**config.mk**
```make
export PLATFORM = sky130hd
export DESIGN_NAME = alu_seq_flat
export DESIGN_NICKNAME = d
export VERILOG_FILES = /design/src/rtl/alu_seq_pkg.sv /design/src/rtl/alu_seq_if.sv /design/src/rtl/alu_seq_mul.sv /design/src/rtl/alu_seq.sv /design/src/flat_wrapper.sv
export SDC_FILE = /design/constraint.sdc
export NUM_CORES = 2
export LEC_CHECK = 0
export ABC_AREA = 1
export CORE_MARGIN = 4
export CORE_UTILIZATION = 30
export CTS_CLUSTER_SIZE = 16
export DETAILED_ROUTE_END_ITERATION = 6
export MAX_ROUTING_LAYER = met4
export SETUP_SLACK_MARGIN = 0.05
export SLEW_MARGIN = 20
export SYNTH_ARGS = -nofsm -noshare
export SYNTH_HDL_FRONTEND = slang
export SYNTH_SLANG_ARGS = --single-unit
```
**constraint.sdc**
```tcl
create_clock -name clk -period 6.13 [get_ports clk]
set_input_delay 1.226 -clock clk [delete_from_list [all_inputs] [get_ports clk]]
set_output_delay 1.226 -clock clk [all_outputs]
set_load 0.02 [all_outputs]
```
**src/rtl/alu_seq_pkg.sv**
```systemverilog
// alu_seq_pkg: shared types and constants for the sequential ALU.
//   alu_op_t    - ALUctl opcode encodings
//   alu_flags_t - registered flag bundle {carryout, overflow, negative, zero}
//   alu_state_t - control FSM states
package alu_seq_pkg;

  localparam int OP_WIDTH = 4;

  typedef enum logic [OP_WIDTH-1:0] {
    OP_AND = 4'b0000,
    OP_OR  = 4'b0001,
    OP_ADD = 4'b0010,
    OP_MUL = 4'b0011,
    OP_SUB = 4'b0110,
    OP_SLT = 4'b0111,
    OP_SLL = 4'b1000,
    OP_SRL = 4'b1001,
    OP_SRA = 4'b1010,
    OP_NOR = 4'b1100
  } alu_op_t;

  typedef struct packed {
    logic carryout;
    logic overflow;
    logic negative;
    logic zero;
  } alu_flags_t;

  typedef enum logic {
    ST_IDLE = 1'b0,
    ST_MUL  = 1'b1
  } alu_state_t;

  // Flags describing ALUOut = 0, the reset value of the result register.
  localparam alu_flags_t FLAGS_RST = '{carryout: 1'b0, overflow: 1'b0,
                                       negative: 1'b0, zero: 1'b1};

endpackage

```
**src/rtl/alu_seq_if.sv**
```systemverilog
// alu_seq_if: request/result bundle between the register-read stage
// (master) and the sequential ALU (slave).
//   start, ALUctl, A, B                          - request, master -> slave
//   ready, done, ALUOut, carryout, zero,
//   overflow, negative                           - status/result, slave -> master
interface alu_seq_if #(parameter int WIDTH = 64);
  import alu_seq_pkg::*;

  logic                start;
  logic [OP_WIDTH-1:0] ALUctl;
  logic [WIDTH-1:0]    A;
  logic [WIDTH-1:0]    B;
  logic                ready;
  logic                done;
  logic [WIDTH-1:0]    ALUOut;
  logic                carryout;
  logic                zero;
  logic                overflow;
  logic                negative;

  modport master (
    output start, ALUctl, A, B,
    input  ready, done, ALUOut, carryout, zero, overflow, negative
  );

  modport slave (
    input  start, ALUctl, A, B,
    output ready, done, ALUOut, carryout, zero, overflow, negative
  );

endinterface

```
**src/rtl/alu_seq_mul.sv**
```systemverilog
// alu_seq_mul: iterative shift-add multiplier, one partial product per cycle.
//   clk, reset - clock, synchronous active-high reset
//   go         - load operands and start (only issued while idle)
//   a, b       - unsigned operands, sampled when go=1
//   busy       - an operation is in flight
//   fin        - last step happens on this cycle's edge
//   prod       - full 2*WIDTH product, valid while fin=1
module alu_seq_mul #(
  parameter int WIDTH = 64
) (
  input  logic               clk,
  input  logic               reset,
  input  logic               go,
  input  logic [WIDTH-1:0]   a,
  input  logic [WIDTH-1:0]   b,
  output logic               busy,
  output logic               fin,
  output logic [2*WIDTH-1:0] prod
);

  localparam int CW = $clog2(WIDTH) + 1;

  logic [CW-1:0]      cnt_q, cnt_d;
  logic [2*WIDTH-1:0] mcand_q, mcand_d;
  logic [2*WIDTH-1:0] acc_q, acc_d;
  logic [WIDTH-1:0]   mplier_q, mplier_d;

  always_comb begin
    cnt_d    = cnt_q;
    mcand_d  = mcand_q;
    acc_d    = acc_q;
    mplier_d = mplier_q;
    if (go) begin
      cnt_d    = CW'(WIDTH);
      mcand_d  = {{WIDTH{1'b0}}, a};
      mplier_d = b;
      acc_d    = '0;
    end else if (cnt_q != '0) begin
      acc_d    = acc_q + (mplier_q[0] ? mcand_q : '0);
      mcand_d  = mcand_q << 1;
      mplier_d = mplier_q >> 1;
      cnt_d    = cnt_q - CW'(1);
    end
  end

  always_ff @(posedge clk) begin
    if (reset) begin
      cnt_q    <= '0;
      mcand_q  <= '0;
      acc_q    <= '0;
      mplier_q <= '0;
    end else begin
      cnt_q    <= cnt_d;
      mcand_q  <= mcand_d;
      acc_q    <= acc_d;
      mplier_q <= mplier_d;
    end
  end

  assign busy = (cnt_q != '0);
  assign fin  = (cnt_q == CW'(1));
  // Exposes the post-step accumulator so the caller can register the final
  // product on the same edge as the last step, saving a cycle of latency.
  assign prod = acc_d;

endmodule

```
**src/rtl/alu_seq.sv**
```systemverilog
// alu_seq: handshaked ALU. Single-cycle ops register their result on the
// accepting edge; MUL runs WIDTH cycles in alu_seq_mul. Result and flags are
// held until the next done pulse.
//   clk, reset - clock, synchronous active-high reset
//   bus        - alu_seq_if slave: start/ALUctl/A/B in,
//                ready/done/ALUOut/flags out
//
// state   | meaning
// --------+-----------------------------------------------------------
// ST_IDLE | ready=1; a start is accepted; non-MUL ops complete here
// ST_MUL  | ready=0; multiplier stepping, result loads on its last step
module alu_seq
  import alu_seq_pkg::*;
#(
  parameter int WIDTH = 64
) (
  input  logic     clk,
  input  logic     reset,
  alu_seq_if.slave bus
);

  localparam int SHW = $clog2(WIDTH);
  localparam int MSB = WIDTH - 1;

  alu_state_t         state_q, state_d;
  logic [WIDTH-1:0]   res_q, res_d;
  alu_flags_t         flags_q, flags_d;
  logic               done_q, done_d;
  logic               ready;

  logic               mul_go, mul_busy, mul_fin;
  logic [2*WIDTH-1:0] mul_prod;

  logic [WIDTH-1:0]   sc_res;
  logic               sc_c, sc_v;
  logic [WIDTH:0]     add_w, sub_w;
  logic [SHW-1:0]     shamt;

  assign shamt = bus.B[SHW-1:0];
  assign add_w = {1'b0, bus.A} + {1'b0, bus.B};
  // A + ~B + 1: the carry out is the "no borrow" indication.
  assign sub_w = {1'b0, bus.A} + {1'b0, ~bus.B} + (WIDTH+1)'(1);

  always_comb begin
    sc_res = '0;
    sc_c   = 1'b0;
    sc_v   = 1'b0;
    case (bus.ALUctl)
      OP_AND: sc_res = bus.A & bus.B;
      OP_OR:  sc_res = bus.A | bus.B;
      OP_NOR: sc_res = ~(bus.A | bus.B);
      OP_ADD: begin
        sc_res = add_w[MSB:0];
        sc_c   = add_w[WIDTH];
        sc_v   = (bus.A[MSB] == bus.B[MSB]) && (add_w[MSB] != bus.A[MSB]);
      end
      OP_SUB: begin
        sc_res = sub_w[MSB:0];
        sc_c   = sub_w[WIDTH];
        sc_v   = (bus.A[MSB] != bus.B[MSB]) && (sub_w[MSB] != bus.A[MSB]);
      end
      OP_SLT: sc_res = {{(WIDTH-1){1'b0}}, ($signed(bus.A) < $signed(bus.B))};
      OP_SLL: sc_res = bus.A << shamt;
      OP_SRL: sc_res = bus.A >> shamt;
      OP_SRA: sc_res = $unsigned($signed(bus.A) >>> shamt);
      default: sc_res = '0;
    endcase
  end

  // mul_busy is redundant with ST_MUL; gating on it keeps a stray go from
  // ever reloading an in-flight multiply.
  assign ready = (state_q == ST_IDLE) && !mul_busy;

  always_comb begin
    state_d = state_q;
    res_d   = res_q;
    flags_d = flags_q;
    done_d  = 1'b0;
    mul_go  = 1'b0;
    case (state_q)
      ST_IDLE: begin
        if (ready && bus.start) begin
          if (bus.ALUctl == OP_MUL) begin
            mul_go  = 1'b1;
            state_d = ST_MUL;
          end else begin
            res_d            = sc_res;
            flags_d.carryout = sc_c;
            flags_d.overflow = sc_v;
            flags_d.negative = sc_res[MSB];
            flags_d.zero     = (sc_res == '0);
            done_d           = 1'b1;
          end
        end
      end
      ST_MUL: begin
        if (mul_fin) begin
          res_d            = mul_prod[MSB:0];
          flags_d.carryout = 1'b0;
          flags_d.overflow = |mul_prod[2*WIDTH-1:WIDTH];
          flags_d.negative = mul_prod[MSB];
          flags_d.zero     = (mul_prod[MSB:0] == '0);
          done_d           = 1'b1;
          state_d          = ST_IDLE;
        end
      end
      default: state_d = ST_IDLE;
    endcase
  end

  always_ff @(posedge clk) begin
    if (reset) begin
      state_q <= ST_IDLE;
      res_q   <= '0;
      flags_q <= FLAGS_RST;
      done_q  <= 1'b0;
    end else begin
      state_q <= state_d;
      res_q   <= res_d;
      flags_q <= flags_d;
      done_q  <= done_d;
    end
  end

  alu_seq_mul #(.WIDTH(WIDTH)) u_mul (
    .clk   (clk),
    .reset (reset),
    .go    (mul_go),
    .a     (bus.A),
    .b     (bus.B),
    .busy  (mul_busy),
    .fin   (mul_fin),
    .prod  (mul_prod)
  );

  assign bus.ready    = ready;
  assign bus.done     = done_q;
  assign bus.ALUOut   = res_q;
  assign bus.carryout = flags_q.carryout;
  assign bus.overflow = flags_q.overflow;
  assign bus.negative = flags_q.negative;
  assign bus.zero     = flags_q.zero;

endmodule

```
**src/flat_wrapper.sv**
```systemverilog
// flat-port wrapper written by rule: the top's interface ports become plain ports
module alu_seq_flat import alu_seq_pkg::*;
#(
  parameter int WIDTH = 64
)
  (clk, reset, bus_start, bus_ALUctl, bus_A, bus_B, bus_ready, bus_done, bus_ALUOut, bus_carryout, bus_zero, bus_overflow, bus_negative);
  alu_seq_if #(.WIDTH(WIDTH)) bus_i ();
  input  logic clk;
  input  logic reset;
  input wire logic [$bits(bus_i.start)-1:0] bus_start;
  input wire logic [$bits(bus_i.ALUctl)-1:0] bus_ALUctl;
  input wire logic [$bits(bus_i.A)-1:0] bus_A;
  input wire logic [$bits(bus_i.B)-1:0] bus_B;
  output wire logic [$bits(bus_i.ready)-1:0] bus_ready;
  output wire logic [$bits(bus_i.done)-1:0] bus_done;
  output wire logic [$bits(bus_i.ALUOut)-1:0] bus_ALUOut;
  output wire logic [$bits(bus_i.carryout)-1:0] bus_carryout;
  output wire logic [$bits(bus_i.zero)-1:0] bus_zero;
  output wire logic [$bits(bus_i.overflow)-1:0] bus_overflow;
  output wire logic [$bits(bus_i.negative)-1:0] bus_negative;
  assign bus_i.start = bus_start;
  assign bus_i.ALUctl = bus_ALUctl;
  assign bus_i.A = bus_A;
  assign bus_i.B = bus_B;
  assign bus_ready = bus_i.ready;
  assign bus_done = bus_i.done;
  assign bus_ALUOut = bus_i.ALUOut;
  assign bus_carryout = bus_i.carryout;
  assign bus_zero = bus_i.zero;
  assign bus_overflow = bus_i.overflow;
  assign bus_negative = bus_i.negative;
  alu_seq #(.WIDTH(WIDTH)) u_core (.clk(clk), .reset(reset), .bus(bus_i));
endmodule
```
* Word level (Yosys, flattened, before mapping)
Index checks and enable logic that the tools add are counted.
** Storage, ports and cells
- Register bits :: 397
- Bits in latches :: 0
- Memory bits (writable) :: 0
- Bits in read-only memories :: 0
- Bits of input ports :: 135
- Output and inout bits :: 70
- Memories :: 0
** Operators by class
- Add/subtract/negate cells :: 5
- Multipliers :: 0
- Div/mod/pow operators :: 0
- Magnitude comparators :: 1
- Equal/unequal tests :: 17
- Shifts and indexed selects :: 3
- Muxes and demuxes :: 29
- Bitwise logic cells :: 5
- Reductions and logical operators :: 13
** Operators by type and width (count)
- $pmux W64 S9 :: 1
- $mux W64 :: 7
- $mux W128 :: 3
- $add A64 B64 Y65 :: 2
- $add A128 B128 Y128 :: 1
- $logic_not A64 Y1 :: 2
- $not A64 Y64 :: 2
- $pmux W64 S2 :: 1
- $add A65 B1 Y65 const B :: 1
- $and A64 B64 Y64 :: 1
- $lt A64 B64 Y1 :: 1
- $or A64 B64 Y64 :: 1
- $reduce_or A64 Y1 :: 1
- $shl A64 B6 Y64 :: 1
- $shr A64 B6 Y64 :: 1
- $sshr A64 B6 Y64 :: 1
- $eq A4 B4 Y1 const B :: 4
- $mux W7 :: 2
- $mux W4 :: 3
- $eq A4 B2 Y1 const B :: 2
- $eq A4 B3 Y1 const B :: 2
- $pmux W1 S2 :: 4
- $pmux W4 S2 :: 1
- $eq A7 B1 Y1 const B :: 1
- 14 further kinds :: 27

* Logic depth before layout (Yosys ltp)
- Depth in word-level cells :: 10
- Gate-level depth with buffers :: 30
- Mapped depth without buffers :: 28

* By module
From an unflattened synthesis, not the netlist that was laid out.
** Unflattened totals
- Cells, all modules :: 10938
- Area, all modules :: 56354.0 µm²
** Modules (own cells, without submodules)
- alu_seq_mul :: instances 1, cells each 5372, area each 28656.2 µm², seq. area each 6546.3 µm²
- alu_seq :: instances 1, cells each 5566, area each 27697.8 µm², seq. area each 1381.3 µm²

* Least setup slack after synthesis
Ideal clock, no wire load.
- Kind :: input-to-reg
- From :: input bus_B[5]
- To :: register u_core.flags_q, in the netlist u_core.bus.zero
- Data arrival time :: 4.169 ns
- Path slack :: 1.903 ns
- Cell stages on the path :: 29
- Buffers on the path :: 4
- Cells stage by stage :: clkbuf_1 > inv_1 > clkbuf_1 > buf_1 > ha_1 > buf_2 > nor2_1 > inv_1 > nor2_2 > nand2_1 > nand2_1 > nand3_1 > nand2_1 > nand2_1 > nand2_2 > nand2_1 > nand2_1 > nor2_1 > nor2_1 > nand3_1 > nor2_1 > nand2_1 > nor2_1 > nand2_1 > nor2_1 > nand3_1 > nand2_1 > nand2_1 > nand2_1
** Between the ends
- Word-level cells in the longest chain between the ends :: 8
- Elaborated cells between the ends (all ways) :: 16
- Those cells by class :: add/sub: 3; order compare: 1; shift: 3; mux: 4; bitwise: 4; reduce/logical: 1
** RTL lines
- start: declaration :: RTL line flat_wrapper.sv:13 : input wire logic [$bits(bus_i.B)-1:0] bus_B;
- $not A64 Y64 :: RTL line alu_seq.sv:42 : assign sub_w = {1'b0, bus.A} + {1'b0, ~bus.B} + (WIDTH+1)'(1);
- $add A64 B64 Y65 :: RTL line alu_seq.sv:42
- $add A65 B1 Y65 :: RTL line alu_seq.sv:42
- $pmux W64 S9 (*) :: RTL line alu_seq.sv:48 : case (bus.ALUctl)
- $logic_not A64 Y1 (*) :: RTL line alu_seq.sv:91 : flags_d.zero = (sc_res == '0);
- $mux W4 (*) :: RTL line alu_seq.sv:83 : if (bus.ALUctl == OP_MUL) begin
- $mux W4 (*) :: RTL line alu_seq.sv:82 : if (ready && bus.start) begin
- $pmux W4 S2 (*) :: RTL line alu_seq.sv:80 : case (state_q)
- end signal: assignment :: RTL line alu_seq.sv:120 : flags_q <= flags_d;
- end: declaration :: RTL line alu_seq.sv:27 : alu_flags_t flags_q, flags_d;
Mark *: on every way between the ends. The rest lies on a longest branch, timed or not. The select of a mux whose other input is x is not followed.
A chain may end at the register's enable or synchronous reset.

* Worst setup path in the final report
- From :: register u_core.u_mul.mplier_q[0]
- To :: register u_core.flags_q, in the netlist u_core.bus.overflow
** Between the ends
- Word-level cells in the longest chain between the ends :: 7
** RTL lines
- start: declaration :: RTL line alu_seq_mul.sv:26 : logic [WIDTH-1:0] mplier_q, mplier_d;
- start signal: assignment :: RTL line alu_seq_mul.sv:56 : mplier_q <= mplier_d;
- $mux W128 :: RTL line alu_seq_mul.sv:39 : acc_d = acc_q + (mplier_q[0] ? mcand_q : '0);
- $add A128 B128 Y128 :: RTL line alu_seq_mul.sv:39
- $mux W128 :: RTL line alu_seq_mul.sv:38 : end else if (cnt_q != '0) begin
- $mux W128 :: RTL line alu_seq_mul.sv:33 : if (go) begin
- $reduce_or A64 Y1 :: RTL line alu_seq.sv:100 : flags_d.overflow = |mul_prod[2*WIDTH-1:WIDTH];
- $mux W4 :: RTL line alu_seq.sv:97 : if (mul_fin) begin
- $pmux W4 S2 :: RTL line alu_seq.sv:80
No other way between the ends. The select of a mux whose other input is x is not followed.

==> impl_metrics.ini <==
[die]
chipHeight_um = 432
fp.dieW_um = 432
rows = 155
top_level_ports = 205
dieArea_um2 = 187000
initial_core_util_pct = 30.2
fp.coreArea_um2 = 179000

[route]
drcViolationCount = 3
vias_per_cell = 5.35
vias = 71981
dr.pass1.iters = 7
finalWirelength_mm = 391
detail-route-antenna-nets = 0
wl_per_cell_um = 29.0
drtIter0Drc = 8189

[sta]
fin_tns_setup_ns = 0
max_slew_margin_pct = 13.1
timing.fmax_mhz = 187
finalHoldViolations = 0
hold_ws_ns = 0.456
tightest_slew_ns = 1.29
fin_worst_skew_ns = 0.0709
period_needed_ns = 5.34
slew_viol_final = 0
setup_viol = 0
rsz0062_at_grt = no
min_period_over_period_pct = 87.1

[grt]
grt_usage_pct = 41.6
grt_max_degree = 144
grt_pass1_wl_mm = 532
overflow = 0
first_global_vias = 68999
antenna_found_initial = 26

[logic_synthesis]
synth_top_area_cell = nand2_1
synth_top_family_by_area = simple AND/OR/NAND/NOR gates
synth_fa_ha_area_share_pct = 7.61
synthXorXnorAreaFrac_pct = 0.292
synth_fp_nets = 10940
synth.distinct_cells = 58
synthMuxAreaShare_pct = 0.0743
postSynth.asyncResetShare_pct = 0
synth_ff_type = dfxtp_1
ys_seq_elements = 396
synth_area_per_cell_um2 = 5.15
syn_area_um2 = 53900
synth_top_area_share_pct = 25.3
synthCells = 10479
yosys.area_share.simple_pct = 46.8
yosysWarnings = 0
synth-compound-area-share_pct = 15.4
synth_area_leaders = nand2_1 25%, dfxtp_1 15%, inv_1 11%, nand3_1 10%, nor2_1 8.0%
synth_edf_count = 0
synth_commonest_cells = 3,631 x nand2_1, 1,638 x inv_1, 1,154 x nor2_1
synth_most_common_cell = nand2_1
yosysSeqAreaShare_pct = 14.7

[critical_path]
cpMaxStageDelayCell = dfxtp_4
path_common_cell = nand2_1
critical_path.max_fanout = 9
critPathKind = reg -> reg
arrival_ns = 5.90
crit_path_end_kind = flop
reg2reg_slack_ns = 0.79
crit_buf_inv = 6
cp_top_family = simple AND/OR/NAND/NOR gates
crit_path_start_kind = flop
critPathMaxStageDelay_ns = 0.50
required_ns = 6.70

[placed_design]
portBuffers = 204
dpl.hpwl_mm = 335
placed_cell_area_um2 = 62800
place.gp.congestion = 1.12
dp_cells = 13335

[run]
cap_viol_max_count = 0

[clock_tree]
clkTransAtPathRegs_ns = 0.06
numCtsBuffers = 53
root_buffer = clkbuf_16
clock_path_buffers = 3
post_cts_buffers = 0
clock_sink_count = 396
hold_buffers = 0
clk_latency_ns = 0.76
htree_num_levels = 2
cts_resized = 0
cts_tree = done

[power_and_ir_drop]
p_leak_nw = 33.3
ir_worst_vdd_mv = 0.296
pwr-share-clk_pct = 21.7
pwr-share-comb_pct = 57.6
power_w = 0.0150
power_density_nw_per_um2 = 231
internal-power_w = 0.00716
swShare_pct = 52.1
p_sw_w = 0.00780
pwr-share-seq_pct = 20.7

[status]
status = finished, violations left
violations = design-rule violations

[layout]
synthToLayoutAreaGrowth_pct = 19.9
drive_gt1_share_pct = 8.41
layoutNonFillerInstCount = 13462
nFillCells = 21103
final_area_um2 = 64600
nets = 11496

[min_path]
hold_path.class = reg -> reg
-- state kept, by name, indices dropped and copies added, names as in the netlist --
register               cells
u_core.u_mul.mcand_q     128
u_core.state_q             1
u_core.u_mul.mplier_q     64
u_core.bus.done            1
u_core.bus.ALUOut         63
u_core.u_mul.cnt_q         7
u_core.bus.carryout        1
u_core.bus.overflow        1
u_core.bus.zero            1
u_core.u_mul.acc_q       128
u_core.bus.negative        1
-- power by group through the flow --
| stage | Sequential, W | Combinational [W] | Clock [W] |
|---|---|---|---|
| floorplan | 0.00313 | 0.00471 | 0 |
| global placement | 0.00313 | 0.00839 | 0 |
| detailed placement | 0.00314 | 0.00836 | 0 |
| CTS | 0.00309 | 0.00840 | 0.00330 |
| global route | 0.00312 | 0.00916 | 0.00339 |
| finish | 0.00309 | 0.00861 | 0.00325 |
-- worst min-delay path: cells and delay by family (launching register included) --
family	cells	cell delay (ns)
AO/OA/AOI/OAI	1	0.05
AND/OR/NAND/NOR	1	0.06
flip-flops	1	0.30
-- metrics by stage --
stage               worst slack [ns]  utilization (%)
floorplan                       1.90                -
global placement               0.575             35.2
detailed placement             0.548             35.2
CTS                            0.930             36.1
global route                   0.703             36.2
finish                         0.794             36.2
-- routing by layer --
metal	vias to the layer above	routed length (um)	global-route usage, %	part of all wire (%)
met1	33362	142000	44.3	36
met5	-	0	-	0
met2	3357	173000	64.6	44
met4	0	48800	40.7	12
met3	997	27100	7.21	6.9
li1	34265	-	-	-
-- cell type report --
class / count / area [um^2] / share of cell area, %
clock inverter: 24 / 236 / 0.366
multi-input combinational: 7997 / 37900 / 58.7
antenna: 27 / 67.6 / 0.105
inverter: 1670 / 6280 / 9.72
timing repair buffer: 917 / 7690 / 11.9
sequential: 396 / 7940 / 12.3
clock buffer: 76 / 1530 / 2.37
tap: 2355 / 2950 / 4.56
-- logic make-up after synthesis --
group	after synthesis
AOI/OAI and AO/OA	1486
xor gates and xnor gates	18
adders and majority gates	326
buffers and inverters	2086
DFF	396
muxes	4
and+or+nand+nor	6163
-- cell usage in the layout (no fill, tap or decap), drive strengths merged, types with 2 or more instances in the layout --
master	n
and3	5
clkinv	19
o2111ai	5
a21o	4
a32o	4
clkinvlp	4
xor2	10
nor2	1172
a221oi	27
a21boi	7
ha	323
or2	35
a211oi	20
dfxtp	396
o211ai	71
o21a	29
inv	1670
fa	3
nand3b	21
clkdlybuf4s50	197
o31ai	7
o21ai	492
a2111oi	2
mux2i	4
clkbuf	76
nor3	62
nor4	8
and2	18
nor3b	2
o21bai	43
diode	27
nand4	118
a31oi	134
o221ai	3
o22ai	11
nand3	1076
nand2	3646
buf	720
xnor2	8
a21oi	624
-- final timing paths --
path,end,cells after the start,startpoint
min,u_core.u_mul.cnt_q[3]$_SDFFE_PP0N_,2,u_core.u_mul.cnt_q[3]$_SDFFE_PP0N_
max,u_core.bus.overflow$_SDFFE_PP0P_,28,u_core.u_mul.mplier_q[0]$_SDFFE_PP0P_
max reg2reg,u_core.bus.overflow$_SDFFE_PP0P_,28,u_core.u_mul.mplier_q[0]$_SDFFE_PP0P_
min reg2reg,u_core.u_mul.cnt_q[3]$_SDFFE_PP0N_,2,u_core.u_mul.cnt_q[3]$_SDFFE_PP0N_
Note: power is estimated with default switching activity, not from simulation.
